**config.mk**
```make
export PLATFORM = sky130hd
export DESIGN_NAME = auction_seq_ctrl
export DESIGN_NICKNAME = d
export VERILOG_FILES = /design/src/rtl/auction_seq_ctrl.sv
export SDC_FILE = /design/constraint.sdc
export NUM_CORES = 1
export LEC_CHECK = 0
export ABC_AREA = 0
export BUFFER_PORTS_ARGS = -buffer_cell sky130_fd_sc_hd__buf_2
export CAP_MARGIN = 10
export CORE_MARGIN = 2
export CORE_UTILIZATION = 40
export DETAILED_ROUTE_END_ITERATION = 10
export PLACE_DENSITY = 0.7
export SLEW_MARGIN = 25
export SYNTH_ARGS = -nofsm -noshare
export SYNTH_HDL_FRONTEND = slang
export SYNTH_SLANG_ARGS = --single-unit
```
**constraint.sdc**
```tcl
create_clock -name clk -period 2 [get_ports clk]
set_clock_uncertainty 0.1 [all_clocks]
set_input_delay 0.4 -clock clk [delete_from_list [all_inputs] [get_ports clk]]
set_output_delay 0.4 -clock clk [all_outputs]
set_load 0.005 [all_outputs]
```
**src/rtl/auction_seq_ctrl.sv**
```systemverilog
// ---------------------------------------------------------------------------
// auction_seq_ctrl
// Sequential sealed-bid auction controller. Bids arrive one per accepted
// valid/ready beat in bidder order 0..2**N-1. A single W-bit comparator
// tracks the running maximum (and, optionally, the runner-up). The winner
// and price are then held until the consumer acknowledges.
//
// Optional feature (compile-time macro):
//   AUCTION_SECOND_PRICE_EN  - Vickrey mode: win_price is the second-highest
//                              bid (ties included). Undefined: win_price is
//                              the highest bid. The port list is the same.
//
// Ports:
//   clk          in   clock, rising edge
//   rst_n        in   asynchronous active-low reset
//   start        in   begin a round (honoured only when idle)
//   bid_valid    in   bid_data is valid
//   bid_ready    out  controller accepts a bid this cycle
//   bid_data     in   [W-1:0] unsigned bid of the current bidder
//   busy         out  high from accepted start until result handshake
//   result_valid out  winner / win_price are valid
//   result_ack   in   consumer takes the result
//   winner       out  [N-1:0] index of the winning bidder
//   win_price    out  [W-1:0] price to be paid
// ---------------------------------------------------------------------------
module auction_seq_ctrl #(
    parameter int unsigned N = 2,
    parameter int unsigned W = 2
) (
    input  logic         clk,
    input  logic         rst_n,
    input  logic         start,
    input  logic         bid_valid,
    output logic         bid_ready,
    input  logic [W-1:0] bid_data,
    output logic         busy,
    output logic         result_valid,
    input  logic         result_ack,
    output logic [N-1:0] winner,
    output logic [W-1:0] win_price
);

    localparam int unsigned CNT_W = N + 1;
    localparam int unsigned NBID  = 1 << N;

    localparam logic [1:0] S_IDLE    = 2'd0;
    localparam logic [1:0] S_COLLECT = 2'd1;
    localparam logic [1:0] S_RESULT  = 2'd2;

    logic [1:0]       state_q,  state_d;
    logic [CNT_W-1:0] count_q,  count_d;
    logic [W-1:0]     max_q,    max_d;
    logic [N-1:0]     winner_q, winner_d;
    logic             busy_q,   busy_d;
    logic             rv_q,     rv_d;
    logic             ready_q,  ready_d;
`ifdef AUCTION_SECOND_PRICE_EN
    logic [W-1:0]     second_q, second_d;
`endif

    logic accept;
    logic last_beat;

    assign accept    = bid_valid & ready_q;
    assign last_beat = (count_q == CNT_W'(NBID - 1));

    // State and datapath registers
    always_ff @(posedge clk or negedge rst_n) begin
        if (!rst_n) begin
            state_q  <= S_IDLE;
            count_q  <= '0;
            max_q    <= '0;
            winner_q <= '0;
            busy_q   <= 1'b0;
            rv_q     <= 1'b0;
            ready_q  <= 1'b0;
`ifdef AUCTION_SECOND_PRICE_EN
            second_q <= '0;
`endif
        end else begin
            state_q  <= state_d;
            count_q  <= count_d;
            max_q    <= max_d;
            winner_q <= winner_d;
            busy_q   <= busy_d;
            rv_q     <= rv_d;
            ready_q  <= ready_d;
`ifdef AUCTION_SECOND_PRICE_EN
            second_q <= second_d;
`endif
        end
    end

    // Next-state, comparator and registered-output logic
    always_comb begin
        state_d  = state_q;
        count_d  = count_q;
        max_d    = max_q;
        winner_d = winner_q;
        busy_d   = busy_q;
        rv_d     = rv_q;
        ready_d  = ready_q;
`ifdef AUCTION_SECOND_PRICE_EN
        second_d = second_q;
`endif

        case (state_q)
            S_IDLE: begin
                if (start) begin
                    state_d = S_COLLECT;
                    busy_d  = 1'b1;
                    ready_d = 1'b1;
                    count_d = '0;
                end
            end

            S_COLLECT: begin
                if (accept) begin
                    count_d = count_q + CNT_W'(1);
                    if (count_q == '0) begin
                        // First beat seeds the round; stale values are dropped
                        max_d    = bid_data;
                        winner_d = '0;
`ifdef AUCTION_SECOND_PRICE_EN
                        second_d = '0;
`endif
                    end else if (bid_data > max_q) begin
                        max_d    = bid_data;
                        winner_d = N'(count_q);
`ifdef AUCTION_SECOND_PRICE_EN
                        second_d = max_q;
`endif
                    end
`ifdef AUCTION_SECOND_PRICE_EN
                    // Tie with the max loses but still sets the runner-up
                    else if ((bid_data > second_q) || (bid_data == max_q)) begin
                        second_d = bid_data;
                    end
`endif
                    if (last_beat) begin
                        state_d = S_RESULT;
                        ready_d = 1'b0;
                        rv_d    = 1'b1;
                    end
                end
            end

            S_RESULT: begin
                if (result_ack) begin
                    state_d = S_IDLE;
                    rv_d    = 1'b0;
                    busy_d  = 1'b0;
                end
            end

            default: begin
                state_d = S_IDLE;
                ready_d = 1'b0;
                rv_d    = 1'b0;
                busy_d  = 1'b0;
            end
        endcase
    end

    assign bid_ready    = ready_q;
    assign busy         = busy_q;
    assign result_valid = rv_q;
    assign winner       = winner_q;
`ifdef AUCTION_SECOND_PRICE_EN
    assign win_price    = second_q;
`else
    assign win_price    = max_q;
`endif

endmodule

```
==> results.md <==
* Status: complete, no violations
* Yosys warning total at 0
* # rows at 14
* Die Y-Extent at 44.56 µm
* Peak Freq at 0.5611 GHz
* Slowest stage cell, crit path: dfrtp_1
* Final antenna-violating net count at 0
* GP Congestion at 0.6983
* R2R Setup Slk at 220 ps
* WL per Instance at 11.07 µm
* Root Buffer: clkbuf_4
* Pleak at 0.4093 nW
* CTS resizes at 0
* Sw Ratio at 0.3634
* FF/Latch Area at 300.3 µm²
* Starting Density at 0.4319
* Crit path cell chain: inv_1 -> ha_1 -> nand2b_1 -> a31o_1 -> a21oi_4 -> mux2_4
* Final hold vios at 0
* Count of flip-flops with a built-in enable after synthesis at 0
* Crit path DAT at 1840 ps
* Share of cells above drive strength 1 at 0.2716
* Initial antenna violation count at 0
* Crit share post-route at 0.8912
* Gate power share at 0.426
* Worst IR Drop VDD at 0.0006750 V
* Vias at 492
* Syn avg cell area at 10.45 µm²
* Antenna cells at 0
* Worst-Margin Slew at 377.8 ps
* Vias in the first global route at 468
* CP Launch Type: register
* Port bufs at 13
* DRC at 0
* Clock Sinks at 12
* Fill count at 136
* HP Class: in -> reg
* Syn_nets at 75
* Hpwl dp at 823.8 µm
* Critical path type: reg -> reg
* Psw at 413.8 µW
* Pint at 725.0 µW
* Synthesized instance count at 63
* Total CTS buffers at 3
* RSZ-0062 raised after global routing: no
* Netlist cell types at 22
* Htree depth at 1
* Endpoint type of the worst setup path: register
* Clock latency on the worst-skew pair at 280 ps
* Global-route wire length before repair at 1973 µm
* CP max stage delay at 430 ps
* TritonCTS clock tree: yes
* Max_slew headroom at 0.7481
* Area of the multi-input gates at 309.0 µm²
* Post-route insts no fill at 97
* Max FO, Critical Path at 4
* Post-synthesis register bit count at 12
* Inst Count DP at 92
* Setup Viol. Count Final at 0
* CTS Buffer Depth at 2
* DRT Wirelength at 1074 µm
* Tmin final at 1782 ps
* CP required at 2060 ps
* Slew Viols, Final at 0
* Area grow syn2layout at 20.53%
* Largest net degree at the start of global routing at 13
* PwrDens at 1436 nW/µm²
* Buf+Inv Stages, Crit Path at 1
* Sequential element share of the synthesized area at 0.4563
* Core region area at 1524 µm²
* Sum Neg Setup Slack at 0 ps
* Router iterations before antenna repair at 1
* Post-synth ARST share at 1.000
* Clock transition at the registers of the reported paths at 80 ps
* Die area at 1986 µm²
* Worst hold slack at 270.9 ps
* DIE WIDTH at 44.56 µm
* Total gr overflow at 0
* Total global-route track usage at 0.1364
* Crit path max-delay family: compound AO/OA/AOI/OAI gates
* Sequential fraction of design power at 0.404
* Clock network power share at 0.170
* Number of nets in the layout at 94
* Post-synthesis instance area at 658.1 µm²
* Max Cap Viol at 0
* Drt initial violations at 0
* Vias/cell at 5.072
* I/O pin count at 14
* Synth Flop Type: dfrtp_1
[kinds of logic after synthesis]
group	Yosys count	share of synthesized area
compound gates	13	0.1445
buf+inv	13	0.07413
mux	5	0.09126
flops	12	0.4563
fa+ha+maj	5	0.09506
simple gates	15	0.1388
[final timing paths]
check | cells after the start | startpoint | end
max reg2reg | 6 | count_q[0] | win_price[0]
max in group asynchronous | 2 | rst_n | winner[0]
min in group asynchronous | 2 | rst_n | count_q[2]
min | 2 | bid_data[0] | win_price[0]
min reg2reg | 2 | result_valid | result_valid
max | 6 | count_q[0] | win_price[0]
[cells in the mapped netlist (2+ instances only)]
| library cell | count | area share |
|---|---|---|
| a21oi_1 | 3 | 0.023 |
| dfrtp_1 | 12 | 0.46 |
| ha_1 | 5 | 0.095 |
| inv_1 | 12 | 0.068 |
| mux2_4 | 2 | 0.046 |
| mux2i_1 | 3 | 0.046 |
| nand2_1 | 6 | 0.034 |
| nand2b_1 | 2 | 0.019 |
| nor2_1 | 3 | 0.017 |
| o21ai_0 | 2 | 0.015 |
| o22ai_1 | 2 | 0.019 |
[cells in the final DEF (no fill, tap or decap), types with 2 or more instances in the layout]
| cell | instances |
|---|---|
| o21ai_0 | 2 |
| dfrtp_1 | 12 |
| clkbuf_4 | 3 |
| nand2_1 | 6 |
| o22ai_1 | 2 |
| inv_1 | 12 |
| ha_1 | 5 |
| mux2_4 | 2 |
| a21oi_1 | 3 |
| mux2i_1 | 3 |
| nand2b_1 | 2 |
| buf_2 | 13 |
| nor2_1 | 3 |
[stage by stage]
| step | worst slack (ps) | power (mW) | util | area, µm² |
|---|---|---|---|---|
| finish | 217.7 | 1.139 | 0.5205 | 793.3 |
| global route | 123.2 | 1.258 | 0.5205 | 793.3 |
| CTS | 198.0 | 1.158 | 0.5205 | 793.3 |
| detailed placement | 202.9 | 0.9602 | 0.4901 | 747.0 |
| global placement | 231.9 | 0.9441 | 0.4901 | 747.0 |
| floorplan | 318.9 | 0.8164 | - | 658.1 |
[repair_timing]
item,4_1_cts,5_1_grt
endpoints found under the hold margin,12,0
setup buffers,0,0
hold buffers,1,0
[power by group through the flow]
stage	Sequential [mW]	Clock (mW)	Combinational (mW)
floorplan	0.444	0	0.372
global placement	0.461	0	0.483
detailed placement	0.468	0	0.492
CTS	0.463	0.200	0.495
global route	0.479	0.214	0.564
finish	0.460	0.194	0.485
[sequential cells by signal, summed over array words and instances, names as in the netlist]
name,cells
bid_ready,1
count_q,3
winner,2
state_q,2
busy,1
win_price,2
result_valid,1
[routing by layer]
layer  vias to the layer above  routed length, µm  global-route usage
met5                         -                  0                   0
met4                         0                  0                   0
met3                         0                 85             0.07347
met2                        16                484              0.2261
met1                       228                504              0.1667
li1                        248                  -                   -
[layout make-up]
type	count	area share
Multi-Input combinational cell	38	0.3896
Sequential cell	12	0.3785
Timing Repair Buffer	15	0.1041
Inverter	12	0.05678
Clock buffer	4	0.04574
Tap cell	16	0.02524
No activity file was read; power rests on OpenSTA's default activity.
